[config.mk]
export PLATFORM = sky130hd
export DESIGN_NAME = capture_tx_sequencer
export DESIGN_NICKNAME = d
export VERILOG_FILES = /design/src/rtl/capture_tx_sequencer.sv
export SDC_FILE = /design/constraint.sdc
export NUM_CORES = 1
export LEC_CHECK = 0
export ABC_AREA = 1
export ABC_CLOCK_PERIOD_IN_PS = 2300
export CORE_ASPECT_RATIO = 0.6
export CORE_MARGIN = 2
export CORE_UTILIZATION = 40
export CTS_CLUSTER_DIAMETER = 40
export DETAILED_ROUTE_END_ITERATION = 7
export SETUP_SLACK_MARGIN = 0.4
export SYNTH_ARGS = -nofsm -noshare
export SYNTH_HDL_FRONTEND = slang
export SYNTH_SLANG_ARGS = --single-unit
[constraint.sdc]
create_clock -name clk -period 2.3 [get_ports clk]
set_input_delay 0.46 -clock clk [delete_from_list [all_inputs] [get_ports clk]]
set_output_delay 0.46 -clock clk [all_outputs]
set_load 0.03 [all_outputs]
[src/rtl/capture_tx_sequencer.sv]
// capture_tx_sequencer: buffers a burst of ADC samples, then hands them one at a time to the SPI writer.
// Ports:
//   clk, rst (async, active low)
//   start, continuous, sample_limit        burst control; limit latched and clamped on start
//   adc_valid, adc_data                    sample strobe from the ADC reader
//   tx_en, tx_data, tx_done                writer handshake; writer held in reset while tx_en low
//   busy, done, collected, transmitted     status; done pulses once per burst
//   overrun                                sticky; sample strobed outside capture in continuous mode
module capture_tx_sequencer #(
  parameter int DATA_W = 12,
  parameter int DEPTH  = 16,
  parameter int CNT_W  = 5
) (
  input  logic              clk,
  input  logic              rst,
  input  logic              start,
  input  logic              continuous,
  input  logic [CNT_W-1:0]  sample_limit,
  input  logic              adc_valid,
  input  logic [DATA_W-1:0] adc_data,
  output logic              tx_en,
  output logic [DATA_W-1:0] tx_data,
  input  logic              tx_done,
  output logic              busy,
  output logic              done,
  output logic [CNT_W-1:0]  collected,
  output logic [CNT_W-1:0]  transmitted,
  output logic              overrun
);
  localparam int AW = $clog2(DEPTH);
  typedef enum logic [2:0] {IDLE, CAPTURE, LOAD, SEND, FINISH} state_t;
  state_t state_q, state_d;
  logic [CNT_W-1:0] limit_q, limit_d, collected_q, collected_d, transmitted_q, transmitted_d;
  logic [DATA_W-1:0] tx_data_q, tx_data_d;
  logic overrun_q, overrun_d;
  logic [DATA_W-1:0] mem [DEPTH];
  // The counters double as write/read pointers: both stay below limit while indexing.
  always_ff @(posedge clk)
    if (state_q == CAPTURE && adc_valid) mem[collected_q[AW-1:0]] <= adc_data;
  always_ff @(posedge clk or negedge rst)
    if (!rst) begin
      state_q       <= IDLE;
      limit_q       <= '0;
      collected_q   <= '0;
      transmitted_q <= '0;
      tx_data_q     <= '0;
      overrun_q     <= 1'b0;
    end else begin
      state_q       <= state_d;
      limit_q       <= limit_d;
      collected_q   <= collected_d;
      transmitted_q <= transmitted_d;
      tx_data_q     <= tx_data_d;
      overrun_q     <= overrun_d;
    end
  always_comb begin
    state_d       = state_q;
    limit_d       = limit_q;
    collected_d   = collected_q;
    transmitted_d = transmitted_q;
    tx_data_d     = tx_data_q;
    overrun_d     = overrun_q;
    case (state_q)
      IDLE:
        if (start) begin
          limit_d       = sample_limit == '0 ? CNT_W'(1) :
                          sample_limit > CNT_W'(DEPTH) ? CNT_W'(DEPTH) : sample_limit;
          collected_d   = '0;
          transmitted_d = '0;
          overrun_d     = 1'b0;
          state_d       = CAPTURE;
        end
      CAPTURE:
        if (adc_valid) begin
          collected_d = collected_q + CNT_W'(1);
          if (collected_d == limit_q) state_d = LOAD;
        end
      LOAD: begin
        tx_data_d = mem[transmitted_q[AW-1:0]];
        state_d   = SEND;
      end
      SEND:
        if (tx_done) begin
          transmitted_d = transmitted_q + CNT_W'(1);
          state_d       = transmitted_d == limit_q ? FINISH : LOAD;
        end
      FINISH:
        if (continuous) begin
          collected_d   = '0;
          transmitted_d = '0;
          state_d       = CAPTURE;
        end else begin
          state_d = IDLE;
        end
      default: state_d = IDLE;
    endcase
    if (adc_valid && continuous && (state_q == LOAD || state_q == SEND || state_q == FINISH))
      overrun_d = 1'b1;
  end
  // Handshake outputs decode straight from the state register so they never glitch.
  assign tx_en       = state_q == SEND;
  assign done        = state_q == FINISH;
  assign busy        = state_q != IDLE;
  assign tx_data     = tx_data_q;
  assign collected   = collected_q;
  assign transmitted = transmitted_q;
  assign overrun     = overrun_q;
endmodule

==> metrics.cfg <==
[worst_setup_path]
worstSetupPathType=reg2out
regToRegStartpoint=transmitted[0]$_DFFE_PN0P_
crit_path_start=state_q[2]$_DFFE_PN0P_
end_kind=primary output
critical_path_required_ns=1.84
critPathMaxFanout=5
startpoint_type=register
critical_path_arrival_ns=1.44

[floorplanning]
dieArea_sq_um=24620
die_h_um=122.3
core_sq_um=23030
start_util=0.4055
rows=43
die_w_um=201.2
io_pins=49

[routing]
firstDrtPassIters=5
viasPerCell=5.322
drc=0
antenna_left=0
drtIter0Drc=726
vias=6674
drt-total-wl_um=25780
post_drt_wl_per_cell_um=20.56

[sta]
fmax_mhz=526.4
maxSlewViolCount=0
hold_violations=0
tightest_slew_ns=0.7171
period_minus_slack_ns=1.900
setup_viol=0
rsz0062_at_grt=yes
fin_skew_ns=0.01297
slew_headroom=0.5159
finalSetupTns_ns=0
layout_worst_path_cycle_share=0.8259
layout_setup_ws_ns=0.4004

[hold_path]
min_path_type=in2async

[cts]
cts_tree=built
cts_root_buf=clkbuf_16
cts_htree_levels=1
clk_pin_slew_ns=0.06
cts_inserted_buffers=24
clk_latency_ns=0.51
clock_sinks=223
max-clock-path-buffers=3

[global_route]
overflow=0
antenna_found_initial=0
grt_max_degree=51
grt_pass1_wl_um=38520
grt_pass1_vias=6126
track_usage=0.2114

[run_status]
run_status=completed

[place]
dp_hpwl_um=16610
io_buffers=48
gp_congestion=0.8864
dp_worst_setup_slack_ns=0.1552
dp.cells=1201

[logic_synthesis]
ys_ff_latch=223
syn-num-nets=863
async_reset_ff_frac=0.1390
ys_types=28
syn_avg_cell_area_sq_um=11.18
synth_area_leader_cell=edfxtp_1
syn_inst=835
synth_area_sq_um=9336
synth_flop_cell=edfxtp_1
synth_most_common_cell=nand2_1
synth_edf_count=192
synth_top_area_share=0.6175
synthTopCellsByCount=nand2_1, edfxtp_1, nand3_1
yosysSeqAreaShare=0.7006
synthTopCellsByArea=edfxtp_1, nand2_1, nand3_1, dfrtp_1, inv_1
yosysWarningCount=0

[power_and_ir_drop]
internal_power_mw=8.177
sw_frac_of_total=0.3625
combPwrFrac=0.322
pwr-share-seq=0.386
p_switching_mw=4.650
leakagePower_nw=4.279
powerDensity_nw_per_um2=1129
p_clk_frac=0.292
p_total_mw=12.83
ir_drop_uv=578.8

[finish]
layout.cells.non_filler=1254
nets=948
area_growth_pct=21.67
drive_gt1_frac=0.1610

[flow_run]
drv_cap=0

-- area by class of cell --
cell class / instances / area [sq um]
diodes: 1 / 2.502
clock buffers: 37 / 710.7
clock inverters: 7 / 55.05
fillers: 2076 / 11670
inverters: 46 / 186.4
multi-input cells: 523 / 2497
flip-flops and latches: 223 / 6553
well taps: 315 / 394.1
repair buffers: 102 / 960.9
-- cell families after synthesis --
family,count (synthesis),synth area share
AOI/OAI and AO/OA,71,0.03994
adders and majority gates,5,0.006701
buffers and inverters,89,0.04489
xor gates and xnor gates,1,0.0009383
and+or+nand+nor,446,0.2069
DFF,223,0.7006
-- critical path: stages, from the launching register on --
cell and delay, ns:
dfrtp_2 0.48, nor2_4 0.21, clkbuf_2 0.24
-- metrics by stage --
stage	hold WS [ns]	cell area, sq um	utilization
after detailed placement	0.4756	10400	0.4515
after floorplan	0.1644	9351	-
after CTS	0.3645	11220	0.4873
after global routing	0.3991	11360	0.4932
after global placement	0.4646	10400	0.4515
final	0.3590	11360	0.4933
-- what timing repair did --
item,CTS,global route
setup endpoints to repair,173,157
gates cloned,1,0
hold buffers,0,0
gates resized for setup,54,37
pin swaps,0,1
buffers inserted,1,6
-- flip-flops by register name, summed over array words and instances, names as in the netlist --
name and flops:
mem 192, tx_data 12, collected 5, limit_q 5
transmitted 5, state_q 3, overrun 1
-- final timing paths --
check                                                 to  slack [ns]  depth (start not counted)
worst max-delay path                               tx_en        0.40                          2
min in group clk                     overrun$_DFFE_PN0P_        0.49                          2
worst min-delay path             tx_data[10]$_DFFE_PN0P_        0.36                          2
max in group asynchronous       collected[1]$_DFFE_PN0P_        1.59                          2
worst max register to register    tx_data[2]$_DFFE_PN0P_        0.44                          7
worst min register to register       overrun$_DFFE_PN0P_        0.49                          2
-- routing by layer --
| metal | track usage | part of all wire |
|---|---|---|
| met3 | 0.05682 | 0.10 |
| met5 | 0 | 0 |
| met2 | 0.2943 | 0.41 |
| met4 | 0.03906 | 0.016 |
| met1 | 0.3305 | 0.47 |
-- power groups by stage --
| stage | clock (mW) | sequential [mW] | combinational (mW) |
|---|---|---|---|
| after global routing | 3.96 | 4.98 | 4.47 |
| after detailed placement | 0 | 5.00 | 3.84 |
| after floorplan | 0 | 5.17 | 2.16 |
| final | 3.74 | 4.95 | 4.13 |
| after global placement | 0 | 5.00 | 3.84 |
| after CTS | 3.79 | 4.93 | 3.90 |
-- cells in the final DEF (no fill, tap or decap), types with 7 or more instances in the layout --
cell / instances
inv_2: 11
dlygate4sd2_1: 18
o21ai_1: 14
o22ai_1: 10
edfxtp_1: 192
nor2_1: 16
dfrtp_1: 24
nand2_2: 8
nand3_1: 162
a21oi_1: 20
a21oi_2: 7
buf_6: 7
clkbuf_1: 8
nand2_1: 239
clkbuf_16: 25
clkdlybuf4s50_1: 22
o21ai_0: 14
buf_4: 45
inv_1: 33
Note: power is estimated with default switching activity, not from simulation.
